**config.mk**
```make
export PLATFORM = sky130hd
export DESIGN_NAME = mem_pipe_rw_flat
export DESIGN_NICKNAME = d
export VERILOG_FILES = /design/src/rtl/mem_pipe_rw_if.sv /design/src/rtl/mem_pipe_rw.sv /design/src/flat_wrapper.sv
export SDC_FILE = /design/constraint.sdc
export NUM_CORES = 1
export LEC_CHECK = 0
export BUFFER_PORTS_ARGS = -buffer_cell sky130_fd_sc_hd__buf_4
export CORE_ASPECT_RATIO = 2
export CORE_UTILIZATION = 44
export CTS_BUF_LIST = sky130_fd_sc_hd__clkbuf_8
export CTS_CLUSTER_DIAMETER = 150
export CTS_CLUSTER_SIZE = 30
export DETAILED_ROUTE_END_ITERATION = 12
export PLACE_DENSITY_LB_ADDON = 0.2
export SYNTH_ARGS = -nofsm -noshare
export SYNTH_HDL_FRONTEND = slang
export SYNTH_SLANG_ARGS = --single-unit
```
**constraint.sdc**
```tcl
create_clock -name i_clk -period 2.3 [get_ports i_clk]
set_clock_uncertainty 0.2 [all_clocks]
set_input_delay 0.115 -clock i_clk [delete_from_list [all_inputs] [get_ports i_clk]]
set_output_delay 0.115 -clock i_clk [all_outputs]
set_load 0.01 [all_outputs]
```
**src/rtl/mem_pipe_rw_if.sv**
```systemverilog
// rtl/mem_pipe_rw_if.sv - request/response bundle for the pipelined read/write memory
interface mem_pipe_rw_if #(
  parameter int ADDR_WIDTH = 4,
  parameter int DATA_WIDTH = 8
);
  logic [ADDR_WIDTH-1:0]   addr;
  logic                    wr_en;
  logic                    rd_en;
  logic [DATA_WIDTH-1:0]   wdata;
  logic [DATA_WIDTH/8-1:0] be;
  logic [DATA_WIDTH-1:0]   rdata;
  logic                    rd_valid;
  logic                    err;
  logic                    ready;

  modport master (
    output addr, wr_en, rd_en, wdata, be,
    input  rdata, rd_valid, err, ready
  );

  modport slave (
    input  addr, wr_en, rd_en, wdata, be,
    output rdata, rd_valid, err, ready
  );
endinterface

```
**src/rtl/mem_pipe_rw.sv**
```systemverilog
// rtl/mem_pipe_rw.sv - single-port memory with byte enables, read pipeline and post-reset clear
module mem_pipe_rw #(
  parameter int ADDR_WIDTH = 4,
  parameter int DATA_WIDTH = 8,
  parameter int DEPTH      = 16,
  parameter int RD_LATENCY = 2
) (
  input  logic          i_clk,
  input  logic          i_reset,
  mem_pipe_rw_if.slave  bus
);
  localparam int                    NB       = DATA_WIDTH / 8;
  localparam logic [ADDR_WIDTH:0]   LP_DEPTH = (ADDR_WIDTH + 1)'(DEPTH);
  localparam logic [ADDR_WIDTH-1:0] LP_LAST  = ADDR_WIDTH'(DEPTH - 1);

  typedef enum logic {ST_INIT, ST_IDLE} state_t;

  state_t                  r_state;
  state_t                  w_state_nxt;
  logic [ADDR_WIDTH-1:0]   r_init_ptr;
  logic [ADDR_WIDTH-1:0]   w_init_ptr_nxt;
  logic                    w_ready;
  logic                    w_init_wr;
  logic                    w_in_range;
  logic                    w_rd_acc;
  logic                    w_wr_acc;

  logic [DATA_WIDTH-1:0]   r_mem [DEPTH];

  logic                    r_pv [RD_LATENCY];
  logic                    r_pe [RD_LATENCY];
  logic [DATA_WIDTH-1:0]   r_pd [RD_LATENCY];

  logic [DATA_WIDTH-1:0]   r_rdata;
  logic                    r_rd_valid;
  logic                    r_err;

  always_ff @(posedge i_clk) begin
    if (i_reset) begin
      r_state    <= ST_INIT;
      r_init_ptr <= '0;
    end else begin
      r_state    <= w_state_nxt;
      r_init_ptr <= w_init_ptr_nxt;
    end
  end

  // INIT sweeps every location once; IDLE is only left through reset
  always_comb begin
    w_state_nxt    = r_state;
    w_init_ptr_nxt = r_init_ptr;
    w_ready        = 1'b0;
    w_init_wr      = 1'b0;
    case (r_state)
      ST_INIT: begin
        w_init_wr      = 1'b1;
        w_init_ptr_nxt = r_init_ptr + 1'b1;
        if (r_init_ptr == LP_LAST) begin
          w_state_nxt    = ST_IDLE;
          w_init_ptr_nxt = '0;
        end
      end
      ST_IDLE: w_ready = 1'b1;
      default: w_state_nxt = ST_INIT;
    endcase
  end

  assign w_in_range = ({1'b0, bus.addr} < LP_DEPTH);
  assign w_rd_acc   = w_ready & bus.rd_en;
  assign w_wr_acc   = w_ready & bus.wr_en;

  always_ff @(posedge i_clk) begin
    if (w_init_wr && !i_reset) begin
      r_mem[r_init_ptr] <= '0;
    end else if (w_wr_acc && w_in_range) begin
      for (int b = 0; b < NB; b++) begin
        if (bus.be[b]) r_mem[bus.addr][8*b +: 8] <= bus.wdata[8*b +: 8];
      end
    end
  end

  always_ff @(posedge i_clk) begin
    if (i_reset) begin
      for (int k = 0; k < RD_LATENCY; k++) r_pv[k] <= 1'b0;
    end else begin
      r_pv[0] <= w_rd_acc;
      for (int k = 1; k < RD_LATENCY; k++) r_pv[k] <= r_pv[k-1];
    end
  end

  // Stage 0 samples the array before this edge's write lands: read-before-write
  always_ff @(posedge i_clk) begin
    r_pd[0] <= w_in_range ? r_mem[bus.addr] : '0;
    r_pe[0] <= ~w_in_range;
    for (int k = 1; k < RD_LATENCY; k++) begin
      r_pd[k] <= r_pd[k-1];
      r_pe[k] <= r_pe[k-1];
    end
  end

  always_ff @(posedge i_clk) begin
    if (i_reset) begin
      r_rdata    <= '0;
      r_rd_valid <= 1'b0;
      r_err      <= 1'b0;
    end else begin
      r_rd_valid <= r_pv[RD_LATENCY-1];
      if (r_pv[RD_LATENCY-1]) r_rdata <= r_pd[RD_LATENCY-1];
      r_err <= (w_wr_acc & ~w_in_range) | (r_pv[RD_LATENCY-1] & r_pe[RD_LATENCY-1]);
    end
  end

  assign bus.rdata    = r_rdata;
  assign bus.rd_valid = r_rd_valid;
  assign bus.err      = r_err;
  assign bus.ready    = w_ready;
endmodule

```
**src/flat_wrapper.sv**
```systemverilog
// flat-port wrapper written by rule: the top's interface ports become plain ports
module mem_pipe_rw_flat 
#(
  parameter int ADDR_WIDTH = 4,
  parameter int DATA_WIDTH = 8,
  parameter int DEPTH      = 16,
  parameter int RD_LATENCY = 2
)
  (i_clk, i_reset, bus_addr, bus_wr_en, bus_rd_en, bus_wdata, bus_be, bus_rdata, bus_rd_valid, bus_err, bus_ready);
  mem_pipe_rw_if #(.ADDR_WIDTH(ADDR_WIDTH), .DATA_WIDTH(DATA_WIDTH)) bus_i ();
  input  logic i_clk;
  input  logic i_reset;
  input wire logic [$bits(bus_i.addr)-1:0] bus_addr;
  input wire logic [$bits(bus_i.wr_en)-1:0] bus_wr_en;
  input wire logic [$bits(bus_i.rd_en)-1:0] bus_rd_en;
  input wire logic [$bits(bus_i.wdata)-1:0] bus_wdata;
  input wire logic [$bits(bus_i.be)-1:0] bus_be;
  output wire logic [$bits(bus_i.rdata)-1:0] bus_rdata;
  output wire logic [$bits(bus_i.rd_valid)-1:0] bus_rd_valid;
  output wire logic [$bits(bus_i.err)-1:0] bus_err;
  output wire logic [$bits(bus_i.ready)-1:0] bus_ready;
  assign bus_i.addr = bus_addr;
  assign bus_i.wr_en = bus_wr_en;
  assign bus_i.rd_en = bus_rd_en;
  assign bus_i.wdata = bus_wdata;
  assign bus_i.be = bus_be;
  assign bus_rdata = bus_i.rdata;
  assign bus_rd_valid = bus_i.rd_valid;
  assign bus_err = bus_i.err;
  assign bus_ready = bus_i.ready;
  mem_pipe_rw #(.ADDR_WIDTH(ADDR_WIDTH), .DATA_WIDTH(DATA_WIDTH), .DEPTH(DEPTH), .RD_LATENCY(RD_LATENCY)) u_core (.i_clk(i_clk), .i_reset(i_reset), .bus(bus_i));
endmodule
```
==> results of run 1 <==
[kinds of logic (layout without fill, tap and decap cells)]
group	count (synthesis)	in the layout	synth area share, %
xor gates and xnor gates	1	1	0.142
buffers and inverters	24	93	2.50
and+or+nand+nor	69	69	5.61
other	1	1	0.0610
DFF	160	160	72.9
AOI/OAI and AO/OA	35	35	4.21
adders and majority gates	1	1	0.203
muxes	56	56	14.4
[cell type report]
type,count,area (um2)
flip-flops and latches,160,4480
clock buffers,17,234
clock inverters,15,134
fillers,1133,6470
repair buffers,59,463
inverters,2,7.51
multi-input cells,163,1530
well taps,155,194
[path summary, 6_finish.rpt]
path              cells after the start                  to  slack [ps]
setup / recovery                      5  u_core.r_mem[5][6]         120
hold / removal                        4   u_core.r_pd[0][5]          30
setup reg to reg                      5  u_core.r_mem[5][6]         120
hold reg to reg                       0   u_core.r_pd[1][3]         130
[worst max-delay path, delay by kind of cell, from the launching register on]
family / cells / cell delay [ps]
AOI/OAI and AO/OA: 1 / 90
buffers and inverters: 1 / 180
DFF: 1 / 370
and+or+nand+nor: 3 / 1000
[timing repair]
action                     in CTS  in global routing
hold endpoints to repair       24                  0
hold buffers                    3                  0
gates resized for setup         0                  3
setup endpoints to repair       0                 64
[synthesized netlist by cell type, drive strengths merged (2+ instances only)]
master	instances	area [um2]
a221oi	7	67.6
inv	2	7.51
dfxtp	32	641
mux4	23	552
a221o	3	30.0
edfxtp	128	3840
nand2	10	37.5
and3	4	25.0
nor2b	6	37.5
clkbuf	11	41.3
a21oi	6	30.0
a311oi	2	17.5
nor2	28	105
o21ai	5	25.0
mux2i	32	320
a22oi	2	15.0
nor3b	4	30.0
a31oi	5	31.3
buf	11	105
and2	11	68.8
[per-layer routing]
layer	GRT usage, %	part of all wire, %	vias up
met5	0	0	-
li1	-	-	1476
met4	8.62	2.6	0
met1	21.3	36	1596
met3	4.86	4.9	19
met2	36.1	57	103
[registers in the layout (all words and copies together) (netlist names)]
name and count:
u_core.r_mem 128, u_core.r_pd 16, u_core.bus.rdata 8, u_core.r_init_ptr 4
u_core.r_pv 2, u_core.bus.rd_valid 1, u_core.r_state 1
[report_power, final]
group | internal, mW | total, mW | switching [mW]
logic | 0.126 | 0.275 | 0.149
clock network | 0.863 | 1.93 | 1.07
registers | 3.14 | 3.16 | 0.0189
total | 4.13 | 5.37 | 1.24
==> metrics.md, run 1 <==
| Metric | Value |
|---|---|
| Slew margin rel. | 47.1% |
| Arr. time, crit path | 2080 ps |
| Worst path required time | 2200 ps |
| Min Tclk post-route | 2180 ps |
| Routed len/inst | 23.0 um |
| Share of the clock period used by the worst path after layout | 94.7% |
| Worst slack, placed | 89.2 ps |
| Commonest non-fill, non-tap cell in the layout | edfxtp_1 |
| Worst path slowest cell | and2_1 |
| Max-Cap Viols | 0 |
| Core Area | 0.0135 mm2 |
| Routed via count | 3194 |
| Slew @ Worst Pin | 791 ps |
| Initial antenna violation count | 0 |
| Dpl hpwl | 9.35 mm |
| CP Launch Type | flop |
| Maximum vdd drop | 363 uV |
| CTS tree | built |
| Sequential area share after synthesis | 72.9% |
| Fin. Hold Viols | 0 |
| Placed Cells incl. Taps | 536 |
| Avg Inst Size Synth | 17.7 um2 |
| Most frequent cells in the layout | edfxtp_1, buf_4, dfxtp_1 |
| Core Rows | 60 |
| Setup bufs post-CTS | 0 |
| Final core utilization | 52.1% |
| Finished Cell Area | 0.00704 mm2 |
| GRT Residual Overflow | 0 |
| CP Class | reg -> reg |
| CP Launch Point | u_core.r_state |
| Clock slew at reported path FFs | 90 ps |
| Setup_tns | 0 ps |
| DRC Markers | 0 |
| Ys flop type | edfxtp_1 |
| Crit end category | flop |
| HP Class | in -> reg |
| Pin count of the biggest net entering global routing | 29 |
| Initial Util | 45.5% |
| I/O pin count | 28 |
| Total CTS buffers | 17 |
| Number of global-route vias before repair | 3295 |
| Final Power | 5.37 mW |
| Die H | 169 um |
| Hold Path Origin | bus_addr[2] |
| Mapped Nets | 365 |
| Layout cells sized above 1 | 25.2% |
| Leak pwr | 2.68 nW |
| Clk Latency, worst-skew pair | 450 ps |
| CP peak stage delay | 450 ps |
| Yosys cell types | 42 |
| Run status | completed |
| # setup viols final | 0 |
| Antenna cells | 0 |
| Yosys reg bits | 160 |
| Final worst slack | 122 ps |
| Die W | 85.6 um |
| H-tree depth | 4 |
| Overall routing resource usage | 19.8% |
| Final ANT Viol Nets | 0 |
| Area Overhead vs Synth | 14.5% |
| R2R Path Start | u_core.r_state |
| Post-Syn Area | 0.00615 mm2 |
| Bufs on Longest Clock Path | 2 |
| Pwr Density | 762 mW/mm2 |
| Global-route wire length before repair | 19.8 mm |
| Post-Synthesis Cells | 347 |
| Clk sinks | 160 |
| Yosys warnings | 0 |
| IO Port Bufs | 26 |
| Drt first pass iters | 4 |
| Root Buffer | clkbuf_8 |
| Layout Nets | 421 |
| Max-slew violation count | 0 |
| Final wirelength | 13.1 mm |
| Fin cells | 571 |
| Crit path cell chain | buf_4 -> nand2b_1 -> or4_1 -> o41ai_1 -> and2_1 |
| Placed inst area | 0.00663 mm2 |
| Initial DRC count | 236 |
| EDFF count, synth | 128 |
| Fmax | 459 MHz |
| Placer congestion estimate | 0.800 |
| Die area | 0.0145 mm2 |
| Ys async rst share | 0% |
| Worst hold margin | 32.8 ps |
| Worst-path maximum fanout | 8 |
| Vias/cell | 5.59 |
(Power assumes the default switching activity.)
==> inputs of run 2 (changes only) <==
Settings changed: REMOVE_ABC_BUFFERS set to 1.
==> run 2 against run 1 <==
  * Die area unchanged
  * Global-route usage down 0.41 points
  * Sequential share of layout area down 0.068 points
  * Combinational power up 2%
  * Sequential cell count unchanged
  * Routed wire length up 0.67%
  * Critical path type unchanged
  * Critical endpoint is now u_core.r_mem[8][2]
==> metrics.md, run 2 (same netlist as run 1, synthesis figures left out) <==
| Metric | Value |
|---|---|
| DRC Markers | 0 (unchanged) |
| Routed len/inst | 23.1 um (+0.32%) |
| Clk Latency, worst-skew pair | 460 ps (about the same) |
| Total CTS buffers | 17 (unchanged) |
| Max-Cap Viols | 0 (unchanged) |
| Worst slack, placed | -66.1 ps (-155 ps) |
| Dpl hpwl | 9.04 mm (-3.3%) |
| Multi-input gate area | 0.00153 mm2 (about the same) |
| Worst path required time | 2180 ps (-20 ps) |
| Final ANT Viol Nets | 0 (unchanged) |
| RSZ-0062 raised after global routing | yes |
| Slew margin rel. | 47.4% (+0.38 points) |
| Die H | 169 um (unchanged) |
| Placed Cells incl. Taps | 537 (+0.19%) |
| Fmax | 439 MHz (-4.4%) |
| Vias/cell | 5.82 (+4.1%) |
| Worst-path maximum fanout | 8 (unchanged) |
| Maximum vdd drop | 440 uV (+21%) |
| CP peak stage delay | 630 ps (+180 ps) |
| Die area | 0.0145 mm2 (unchanged) |
| Min Tclk post-route | 2280 ps (+99.1 ps) |
| Final worst slack | 23.0 ps (-99.1 ps) |
| Hold Path Origin | bus_wdata[1] |
| Final wirelength | 13.2 mm (+0.67%) |
| Run status | completed |
| Core Rows | 60 (unchanged) |
| CP Launch Type | flop |
| Worst path slowest cell | nor2_1 |
| Crit path cell chain | and3_1 -> mux2i_1 -> nand2_1 -> nor2_1 |
| Register area | 0.00448 mm2 (unchanged) |
| I/O pin count | 28 (unchanged) |
| Root Buffer | clkbuf_8 |
| Drt first pass iters | 5 (+1) |
| Area Overhead vs Synth | 14.6% |
| Routed via count | 3337 (+4.5%) |
| GRT Residual Overflow | 0 (unchanged) |
| Initial Util | 45.5% (unchanged) |
| Share of the clock period used by the worst path after layout | 99.0% (+4.3 points) |
| CP Launch Point | u_core.r_state |
| Final Power | 5.31 mW (-1.1%) |
| Antenna cells | 0 (unchanged) |
| Pwr Density | 753 mW/mm2 (-1.2%) |
| Pin count of the biggest net entering global routing | 26 (-10%) |
| Layout cells sized above 1 | 26.6% (+1.3 points) |
| Die W | 85.6 um (unchanged) |
| Crit end category | flop |
| Overall routing resource usage | 19.4% (-0.41 points) |
| Global-route wire length before repair | 19.7 mm (-0.67%) |
| CTS tree | built |
| IO Port Bufs | 26 (unchanged) |
| Most frequent cells in the layout | edfxtp_1, buf_4, mux2i_1, dfxtp_1, nor2_1 |
| CP top delay family | simple AND/OR/NAND/NOR gates |
| Fin. Hold Viols | 0 (unchanged) |
| CP Class | reg -> reg |
| Fin cells | 573 (+0.35%) |
| Max-slew violation count | 0 (unchanged) |
| Worst hold margin | 110 ps (+77.5 ps) |
| Placer congestion estimate | 0.847 (+5.8%) |
| Number of global-route vias before repair | 3423 (+3.9%) |
| CP Buf/Inv Count | 0 (-1) |
| Arr. time, crit path | 2160 ps (+80 ps) |
| Bufs on Longest Clock Path | 2 (unchanged) |
| Largest register FFs | 128 (unchanged) |
| Finished Cell Area | 0.00705 mm2 (+0.11%) |
| Layout Nets | 423 (+0.48%) |
| Commonest non-fill, non-tap cell in the layout | edfxtp_1 |
| Clk sinks | 160 (unchanged) |
| Clock slew at reported path FFs | 90 ps (about the same) |
| H-tree depth | 4 (unchanged) |
| Final core utilization | 52.2% (+0.055 points) |
| Core Area | 0.0135 mm2 (unchanged) |
| Setup_tns | 0 ps (unchanged) |
| Most flop-heavy register | u_core.r_mem |
| # setup viols final | 0 (unchanged) |
| R2R Path Start | u_core.r_state |
| Leak pwr | 2.70 nW (+0.85%) |
| Fill count | 1104 (-2.6%) |
| Initial DRC count | 226 (-4.2%) |
| Placed inst area | 0.00664 mm2 (+0.11%) |
| Slew @ Worst Pin | 786 ps (-5.71 ps) |
| HP Class | in -> reg |
| Initial antenna violation count | 0 (unchanged) |
==> run 2: changes by cell type in the layout (fill, tap and decap cells not counted), moves of 2 or more <==
cell        before  now
nor2_1          28   23
nor2_2           0    5
clkinvlp_4       5    1
inv_4            0    3
and2_1          11    9
and2_2           0    2
clkinv_2         2    0
clkinv_4         1    3
inv_8            0    2
==> run 2: final cells by class <==
| type | count | area share (%) |
|---|---|---|
| well taps | 155 | 2.75 |
| flip-flops and latches | 160 | 63.6 |
| multi-input cells | 163 | 21.7 |
| clock buffers | 17 | 3.32 |
| clock inverters | 15 | 1.74 |
| inverters | 2 | 0.106 |
| repair buffers | 61 | 6.81 |
==> run 2: per-layer routing <==
layer	up-vias	GRT usage [%]	wire, um
li1	1483	-	-
met1	1694	21.3	5010
met2	124	34.2	7230
met3	36	4.43	522
met4	0	10.4	466
met5	-	0	0
==> run 2: repair_timing <==
action	in CTS	in global routing
hold buffers	4	0
resized for setup	3	4
gates cloned	0	0
hold endpoints to repair	24	0
endpoints found under the setup margin	19	46
setup buffers	0	0
==> run 2: power by group <==
group / internal, mW / leakage [nW] / switching [mW]
clock network: 0.778 / 0.188 / 1.09
registers: 3.14 / 1.62 / 0.0221
logic: 0.129 / 0.893 / 0.151
total: 4.05 / 2.70 / 1.26
==> run 2: path summary, 6_finish.rpt <==
path	to	slack (ps)	cells after the start
max	u_core.r_mem[8][2]	20	4
min	u_core.r_mem[1][1]	110	2
max reg2reg	u_core.r_mem[8][2]	20	4
min reg2reg	u_core.r_pd[1][4]	130	0
==> inputs of run 3 (changes only) <==
Settings changed: CORE_UTILIZATION 44 to 60.
==> run 3 against run 2 <==
  * Worst setup slack improved by 31 ps
  * Die area decreased by 26%
  * Via count barely moved
  * Worst hold slack got worse by 80 ps
  * Maximum frequency up 1.4%
  * Design area rose by 1.1%
  * Sequential cell count is the same
  * Register-to-register slack gained 30 ps
  * First-iteration DRC count increased by 8.0%
  * Critical path type unchanged
==> metrics.md, run 3 (same netlist as run 1, synthesis figures left out) <==
| Metric | Value |
|---|---|
| Initial DRC count | 244 (+8.0%) |
| Clk sinks | 160 (unchanged) |
| Worst hold margin | 30.6 ps (-79.7 ps) |
| Pin count of the biggest net entering global routing | 24 (-7.7%) |
| CP Class | reg -> reg |
| Global-route wire length before repair | 19.7 mm (+0.25%) |
| Fin. Hold Viols | 0 (unchanged) |
| Finished Cell Area | 0.00713 mm2 (+1.1%) |
| Arr. time, crit path | 2120 ps (-40 ps) |
| Root Buffer | clkbuf_8 |
| CP Launch Point | u_core.r_state |
| Largest register FFs | 128 (unchanged) |
| Die W | 73.6 um (-14%) |
| R2R Path Start | u_core.r_state |
| Core Area | 0.0100 mm2 (-26%) |
| Worst path required time | 2170 ps (about the same) |
| Overall routing resource usage | 26.9% (+7.5 points) |
| Slew @ Worst Pin | 768 ps (-17.3 ps) |
| Initial antenna violation count | 0 (unchanged) |
| IO Port Bufs | 26 (unchanged) |
| Crit end category | flop |
| Dpl hpwl | 8.80 mm (-2.6%) |
| DRC Markers | 0 (unchanged) |
| Fin cells | 555 (-3.1%) |
| Initial Util | 61.4% (+16 points) |
| Layout Nets | 425 (+0.47%) |
| H-tree depth | 4 (unchanged) |
| Share of the clock period used by the worst path after layout | 97.7% (-1.3 points) |
| Vias/cell | 6.01 (+3.2%) |
| Area Overhead vs Synth | 15.9% |
| Routed via count | 3334 (-0.090%) |
| Run status | completed |
| Commonest non-fill, non-tap cell in the layout | edfxtp_1 |
| CTS tree | built |
| GRT Residual Overflow | 0 (unchanged) |
| RSZ-0062 raised after global routing | yes |
| Fmax | 445 MHz (+1.4%) |
| Clock slew at reported path FFs | 80 ps (about the same) |
| CP Launch Type | flop |
| Placer congestion estimate | 0.898 (+6.1%) |
| Die H | 145 um (-14%) |
| Maximum vdd drop | 592 uV (+35%) |
| Die area | 0.0107 mm2 (-26%) |
| Final core utilization | 71.2% (+19 points) |
| Total CTS buffers | 17 (unchanged) |
| Min Tclk post-route | 2250 ps (-30.8 ps) |
| WHS Endpoint | u_core.r_mem[8][0] |
| Clk Latency, worst-skew pair | 440 ps (-20 ps) |
| Max-Cap Viols | 0 (unchanged) |
| Layout cells sized above 1 | 25.5% (-1.1 points) |
| Leak pwr | 2.76 nW (+2.1%) |
| Core Rows | 52 (-13%) |
| Routed len/inst | 23.4 um (+1.4%) |
| I/O pin count | 28 (unchanged) |
| Final ANT Viol Nets | 0 (unchanged) |
| Final wirelength | 13.0 mm (-1.8%) |
| Most flop-heavy register | u_core.r_mem |
| Placed Cells incl. Taps | 517 (-3.7%) |
| Pwr Density | 798 mW/mm2 (+5.9%) |
| WHS Path Cells | 3 (+1) |
| Slew margin rel. | 48.6% (+1.2 points) |
| HP Class | in -> reg |
| R2R Setup Slk | 50 ps (+30 ps) |
| Drt first pass iters | 5 (unchanged) |
| R2r endpoint | u_core.r_mem[9][3] |
| # setup viols final | 0 (unchanged) |
| Placed inst area | 0.00661 mm2 (-0.38%) |
| Worst-path maximum fanout | 8 (unchanged) |
| Antenna cells | 0 (unchanged) |
| Max-slew violation count | 0 (unchanged) |
| Most frequent cells in the layout | edfxtp_1, buf_4, dfxtp_1 |
| Worst Reg-to-Reg Cells | 4 (unchanged) |
| Number of global-route vias before repair | 3478 (+1.6%) |
| Bufs on Longest Clock Path | 2 (unchanged) |
| Hold Path Origin | bus_wdata[0] |
| Setup bufs post-CTS | 0 (unchanged) |
## run 3: changes by cell type in the layout (fill, tap and decap cells not counted), sizes merged
cell         delta
bufinv          +4
dlygate4sd3     +2
clkbuf          +2
inv             -6
## run 3: worst max-delay path: stages, from the launching register on
cell and delay [ps]:
dfxtp_1 390, and3_1 310, buf_4 190, a31oi_1 160
nor2_1 630
## run 3: how the worst max path moves through the flow
stage / slack [ps] / endpoint / cells past startpoint
3_3_place_gp: 90 / u_core.r_mem[5][3] / 6
3_5_place_dp: -3 / u_core.r_mem[4][3] / 6
6_report: 50 / u_core.r_mem[9][3] / 4
5_1_grt: -70 / u_core.r_mem[13][2] / 4
4_1_cts: 20 / u_core.r_mem[4][5] / 6
2_1_floorplan: -80 / u_core.r_mem[2][0] / 4
## run 3: area by class of cell
cell class	instances	area [um2]
timing repair buffer	63	500
sequential	160	4480
fill	668	2890
multi-input combinational	163	1520
inverter	2	7.51
clock buffer	19	262
clock inverter	13	186
tap	135	169
## run 3: routing by layer
| layer | track usage, % | share of wire (%) | vias up |
|---|---|---|---|
| met5 | 0 | 0 | - |
| met4 | 12.9 | 3.2 | 0 |
| met3 | 6.18 | 5.0 | 29 |
| met2 | 45.3 | 55 | 135 |
| met1 | 31.6 | 36 | 1686 |
| li1 | - | - | 1484 |
## run 3: where the power goes
group	internal, mW	switching, mW
registers	3.14	0.0212
clock network	1.25	1.01
logic	0.125	0.148
## run 3: stage by stage
| step | total power [mW] | worst slack [ps] | setup TNS [ps] |
|---|---|---|---|
| finish | 5.69 | 53.8 | 0 |
| global placement | 3.48 | 89.4 | 0 |
| CTS | 5.72 | 17.6 | 0 |
| detailed placement | 3.49 | -2.65 | -17.5 |
| global route | 5.85 | -68.6 | -886 |
| floorplan | 3.35 | -81.2 | -3710 |
## run 3: timing repair
action / 4_1_cts / 5_1_grt
hold endpoints to repair: 40 / 0
hold buffers: 6 / 0
resized for setup: 0 / 4
setup endpoints to repair: 0 / 60
